==> config.mk <==
export PLATFORM = sky130hd
export DESIGN_NAME = fft_buffer_ctrl
export DESIGN_NICKNAME = d
export VERILOG_FILES = /design/src/rtl/fft_buffer_ctrl.sv
export SDC_FILE = /design/constraint.sdc
export NUM_CORES = 1
export LEC_CHECK = 0
export ABC_CLOCK_PERIOD_IN_PS = 2350
export BUFFER_PORTS_ARGS = -buffer_cell sky130_fd_sc_hd__buf_2
export CAP_MARGIN = 30
export CORE_ASPECT_RATIO = 0.7
export CORE_MARGIN = 10
export CORE_UTILIZATION = 42
export CTS_CLUSTER_SIZE = 10
export DETAILED_ROUTE_END_ITERATION = 7
export PLACE_DENSITY = 0.67
export SLEW_MARGIN = 20
export SYNTH_ARGS = -nofsm -noshare
export SYNTH_HDL_FRONTEND = slang
export SYNTH_SLANG_ARGS = --single-unit
==> constraint.sdc <==
create_clock -name clk -period 2.35 [get_ports clk]
set_input_delay 0.5875 -clock clk [delete_from_list [all_inputs] [get_ports clk]]
set_output_delay 0.5875 -clock clk [all_outputs]
set_load 0.01 [all_outputs]
==> src/rtl/fft_buffer_ctrl.sv <==
// -----------------------------------------------------------------------------
// fft_buffer_ctrl
//
// Owns the single-port sample RAM in front of the FFT core for one frame at a
// time. A frame of N = 2**addr_width samples is taken from the input stream and
// written to RAM in natural order. Each write is an accept cycle followed by a
// one-cycle strobe. The frame is then read back onto the output stream in
// natural or bit-reversed address order.
//
// Parameters
//   data_width      sample / RAM word width
//   addr_width      RAM address width, frame length N = 2**addr_width
//
// Ports
//   clk             system clock, rising edge
//   reset_n         asynchronous active-low reset
//   start           begin a frame (sampled only while idle)
//   reverse_en      bit-reversed readout, latched with start
//   in_valid        input stream valid
//   in_data         input stream sample
//   in_ready        input stream ready
//   out_valid       output stream valid
//   out_data        output stream sample
//   out_ready       output stream ready
//   busy            a frame is in progress
//   frame_done      one-cycle pulse on the first idle cycle after a frame
//   ram_read_write  RAM strobe, rising edge writes, low reads
//   ram_address     RAM address
//   ram_in_data     RAM write data
//   ram_out_data    RAM read data (combinational from ram_address)
// -----------------------------------------------------------------------------
module fft_buffer_ctrl #(
   parameter int unsigned data_width = 16,
   parameter int unsigned addr_width = 8
) (
   input  logic                  clk,
   input  logic                  reset_n,
   input  logic                  start,
   input  logic                  reverse_en,
   input  logic                  in_valid,
   input  logic [data_width-1:0] in_data,
   output logic                  in_ready,
   output logic                  out_valid,
   output logic [data_width-1:0] out_data,
   input  logic                  out_ready,
   output logic                  busy,
   output logic                  frame_done,
   output logic                  ram_read_write,
   output logic [addr_width-1:0] ram_address,
   output logic [data_width-1:0] ram_in_data,
   input  logic [data_width-1:0] ram_out_data
);

   typedef enum logic [2:0] {
      IDLE,
      LOAD_WAIT,
      LOAD_STROBE,
      UNLOAD,
      DRAIN
   } state_t;

   localparam logic [addr_width-1:0] LAST_IDX = '1;

   state_t                state;
   state_t                state_nx;
   logic [addr_width-1:0] wr_idx;
   logic [addr_width-1:0] rd_idx;
   logic [addr_width-1:0] rd_idx_inc;
   logic                  rev_q;
   logic                  take_out;

   // Readout address for sample index idx: identity, or idx with its bits
   // mirrored when the frame was started with reverse_en.
   function automatic logic [addr_width-1:0] map_addr(
      input logic [addr_width-1:0] idx,
      input logic                  rev
   );
      logic [addr_width-1:0] r;
      r = idx;
      if (rev) begin
         r = {<<{idx}};
      end
      return r;
   endfunction

   assign rd_idx_inc = rd_idx + 1'b1;

   // ---------------------------------------------------------------------------
   // State register
   // ---------------------------------------------------------------------------
   always_ff @(posedge clk or negedge reset_n) begin
      if (!reset_n) begin
         state <= IDLE;
      end else begin
         state <= state_nx;
      end
   end

   // ---------------------------------------------------------------------------
   // Next state and state-decoded outputs. in_ready, busy and the strobe come
   // straight from the state so that an asynchronous reset clears them at once.
   // ---------------------------------------------------------------------------
   always_comb begin
      state_nx       = state;
      in_ready       = 1'b0;
      ram_read_write = 1'b0;
      busy           = 1'b1;
      take_out       = 1'b0;
      unique case (state)
         IDLE: begin
            busy = 1'b0;
            if (start) begin
               state_nx = LOAD_WAIT;
            end
         end
         LOAD_WAIT: begin
            in_ready = 1'b1;
            if (in_valid) begin
               state_nx = LOAD_STROBE;
            end
         end
         LOAD_STROBE: begin
            ram_read_write = 1'b1;
            if (wr_idx == LAST_IDX) begin
               state_nx = UNLOAD;
            end else begin
               state_nx = LOAD_WAIT;
            end
         end
         UNLOAD: begin
            // The output register may be refilled when empty or being consumed.
            take_out = !out_valid || out_ready;
            if (take_out && (rd_idx == LAST_IDX)) begin
               state_nx = DRAIN;
            end
         end
         DRAIN: begin
            if (out_ready) begin
               state_nx = IDLE;
            end
         end
         default: begin
            state_nx = IDLE;
         end
      endcase
   end

   // ---------------------------------------------------------------------------
   // Datapath: counters, RAM address/data registers and the output register.
   // ---------------------------------------------------------------------------
   always_ff @(posedge clk or negedge reset_n) begin
      if (!reset_n) begin
         wr_idx      <= '0;
         rd_idx      <= '0;
         rev_q       <= 1'b0;
         ram_address <= '0;
         ram_in_data <= '0;
         out_data    <= '0;
         out_valid   <= 1'b0;
         frame_done  <= 1'b0;
      end else begin
         frame_done <= 1'b0;
         unique case (state)
            IDLE: begin
               if (start) begin
                  rev_q  <= reverse_en;
                  wr_idx <= '0;
               end
            end
            LOAD_WAIT: begin
               // Address and data are registered here so they are already
               // settled when the strobe rises on the following cycle.
               if (in_valid) begin
                  ram_in_data <= in_data;
                  ram_address <= wr_idx;
               end
            end
            LOAD_STROBE: begin
               if (wr_idx == LAST_IDX) begin
                  rd_idx      <= '0;
                  ram_address <= map_addr('0, rev_q);
               end else begin
                  wr_idx <= wr_idx + 1'b1;
               end
            end
            UNLOAD: begin
               if (take_out) begin
                  out_data  <= ram_out_data;
                  out_valid <= 1'b1;
                  // After the last capture the index and address are left in
                  // place rather than wrapping back to the start of the frame.
                  if (rd_idx != LAST_IDX) begin
                     rd_idx      <= rd_idx_inc;
                     ram_address <= map_addr(rd_idx_inc, rev_q);
                  end
               end
            end
            DRAIN: begin
               if (out_ready) begin
                  out_valid  <= 1'b0;
                  frame_done <= 1'b1;
               end
            end
            default: begin
            end
         endcase
      end
   end

endmodule

==> metrics <==
Pins Over Slew Limit=0; fin util=54.1%; Tmin final=between 2 and 2.5 ns; slowest CP cell=dfrtp_1; share of layout cells above drive strength 1=approximately 43%; GRT Util Overall=a little over an eighth; drt wl/cell=approximately 16 µm; hold slack=between 0.2 and 0.25 ns; crit share post-route=between 90 and 100%; number of global-route vias before repair=2254; syn avg cell area=between 10 and 15 µm²; Power Internal=a little over 3 mW; Post-Syn Nets=300; Diodes inserted=0; I/O pin total=83; Hold Buf Count CTS=0; Avg Vias per Cell=about 5.1; Crit Path Class=flip-flop to output port; Post-Synth Simple-Gate Area=between 10% and 20%; Placer Congestion=between 0.7 and 0.8; switch share=approximately two fifths; pwr/cell area=roughly 1300 nW/µm²; GRT overflow=0; crit path launch type=flip-flop; logic gate share of total power=42.7%; synthesized area=about 3000 µm²; total negative slack=0 ns; # DRC=0; Reg power frac=a little under two fifths; CTS tree=done; Setup Fix Bufs, Post-CTS=0; DRT iter0 DRCs=about 150; Max Fclk=0.448 GHz; Detail Route Antenna Nets=0; sw power=roughly 1.9 mW; Synth Instances=between 200 and 300; CP bufs+invs=2; Setup Skew=0.0100 ns; IO Port Bufs=82; cts bufs inserted=9; Post-Place Cells=429; htree depth=3; initial antenna violation count=0; vias=2264; Die ar.=roughly 11000 µm²; WL final=about 7000 µm; status=complete, no violations; Clock power frac=19.0%; DPL Wire Length=between 5000 and 6000 µm; CTS root buf=clkbuf_8; placement-stage cell area=roughly 3500 µm²; Post-Synth Adder-Cell Area=0.833%; Slew @ Worst Pin=between 0.5 and 0.6 ns; Final WS setup=between 0.1 and 0.15 ns; worst hold-check path type=input port to asynchronous set/reset pin; Peak VDD IR=between 0.5 and 0.6 mV; synthesis-to-layout area growth=23.4%; RSZ-0062 raised after global routing=no; endpoints failing hold=0; first-pass GRT wire length=about 12000 µm; Reg clk slew, reported paths=roughly 0.080 ns; post-synthesis mux area share=14.1%; # setup viols final=0; clk buf depth=2; Arrival @ worst endpoint=around 1.7 ns; Lkg Pwr=between 1.5 and 2 nW; Synth cell types=between 50 and 60; Required @ worst endpoint=between 1.5 and 2 ns; core area=approximately 6900 µm²; CP top delay family=flip-flops; # rows=25; Power, Total=between 4 and 5 mW; Compound-Gate Fraction of Synth Area=approximately 11%; Nets=~390; maxcap violations=0; Slew HR=approximately two thirds; register area share after synthesis=51.7%; Crit path largest cell delay=about 0.51 ns; finished layout cell area=around 3700 µm²; worst slack at placement=between 0.3 and 0.4 ns; non-filler cells, final=roughly 450; Worst-Skew Late Latency=0.35 ns; post-synthesis xor/xnor area fraction=2.63%; clock sinks=just over 60; Yosys reg bits=between 60 and 70; worst-path fanout max=9; Syn. warnings=0; largest net degree at the start of global routing=63; Resize count post-CTS=0; Die Wd=about 120 µm; Worst Setup End Kind=output port; Initial Utilization=43.8%; Die Y-Extent=between 90 and 100 µm; First-pass DRT Iterations=4; cell breakdown of the critical path=buf_4, or3_1, buf_2; largest family of logic cells by synthesized area=simple AND/OR/NAND/NOR gates
[routing by layer]
metal / GRT usage [%] / part of all wire (%) / up-vias
met4: 4.41 / 1.3 / 0
li1: - / - / 1110
met1: 18.7 / 50 / 1057
met5: 0 / 0 / -
met3: 6.25 / 9.5 / 14
met2: 17.1 / 39 / 83
[worst paths after layout]
| kind | start | endpoint | slack [ns] | cells after the start |
|---|---|---|---|---|
| setup / recovery | state[1] | busy | 0.12 | 3 |
| hold / removal | reset_n | ram_in_data[3] | 0.24 | 2 |
| setup reg to reg | wr_idx[0] | ram_address[6] | 0.34 | 6 |
| hold reg to reg | ram_address[0] | ram_address[0] | 0.49 | 1 |
| max in group asynchronous | reset_n | rd_idx[2] | 1.84 | 2 |
| min in group clk | out_ready | state[2] | 0.44 | 2 |
[sequential cells by signal (all words and copies together), names as in the netlist]
| name | cells |
|---|---|
| wr_idx | 8 |
| state | 3 |
| ram_address | 8 |
| rev_q | 1 |
| out_data | 16 |
| frame_done | 1 |
| ram_in_data | 16 |
| rd_idx | 8 |
| out_valid | 1 |
[logic make-up (layout without fill, tap and decap cells)]
group | Yosys count | in the layout
AOI/OAI and AO/OA | 44 | 44
muxes | 38 | 38
adders and majority gates | 2 | 2
DFF | 62 | 62
buffers and inverters | 19 | 110
xor gates and xnor gates | 9 | 9
and+or+nand+nor | 86 | 86
[power by group through the flow]
stage	combinational (mW)	sequential, mW	clock (mW)
CTS	2.14	1.90	0.967
global placement	2.10	1.89	0
finish	2.11	1.89	0.940
global route	2.32	1.97	1.02
floorplan	1.30	1.98	0
detailed placement	2.13	1.91	0
[synthesized netlist by cell type (all sizes together)]
master  instances  area share [%]
dfrtp          62              52
mux2           34              13
nor2           25             3.1
nand2          20             2.6
buf            12             2.9
nand3          10             2.1
a21oi           9             1.9
o21ai           9             1.6
and3            6             1.4
and2            5             1.0
o32a            5             1.7
xnor2           5             1.5
inv             4            0.50
mux2i           4             1.3
nand2b          4            0.83
o32ai           4             1.2
xor2            4             1.2
a21o            3            0.75
clkbuf          3            0.37
nor3b           3             1.3
or2             3            0.63
a211oi          2            0.50
a22o            2            0.58
ha              2            0.83
nand4           2            0.63
nor3            2            0.33
o211ai          2            0.67
or3             2            0.42
a22oi           1            0.25
a311oi          1            0.29
a32o            1            0.33
a32oi           1            0.29
and3b           1            0.29
nand3b          1            0.67
nor2b           1            0.21
o211a           1            0.33
o22a            1            0.29
o31ai           1            0.25
o41ai           1            0.29
or4b            1            0.33
[worst reg2reg max path, delay by kind of cell (launching register included)]
family | cells | cell delay (ns)
AO/OA/AOI/OAI | 3 | 0.72
AND/OR/NAND/NOR | 2 | 0.49
flip-flops | 1 | 0.43
adder cells (fa/ha/maj) | 1 | 0.27
[layout make-up]
class	count	area [µm²]
Tap cell	94	118
Clock buffer	9	124
Fill cell	613	3140
Inverter	4	15.0
Sequential cell	62	1550
Multi-Input combinational cell	179	1340
Clock inverter	7	73.8
Timing Repair Buffer	90	483
[cell usage in the layout, fill, tap and decap left out, types with 2 or more instances in the layout]
cell and n:
mux2i_1 4, and3_1 5, mux2_2 32, nand3_1 9
clkinv_4 2, or3_1 2, xor2_1 4, buf_4 7
nand2_1 19, nand2b_1 4, a21o_1 3, xnor2_1 5
dfrtp_1 62, o21ai_0 7, o32ai_1 4, ha_1 2
clkinv_2 2, buf_2 82, clkbuf_8 9, a22o_1 2
nor3_1 2, and2_1 5, inv_1 3, a21oi_1 8
mux2_1 2, o32a_1 5, a211oi_1 2, nor2_1 24
Note: power is estimated with default switching activity, not from simulation.
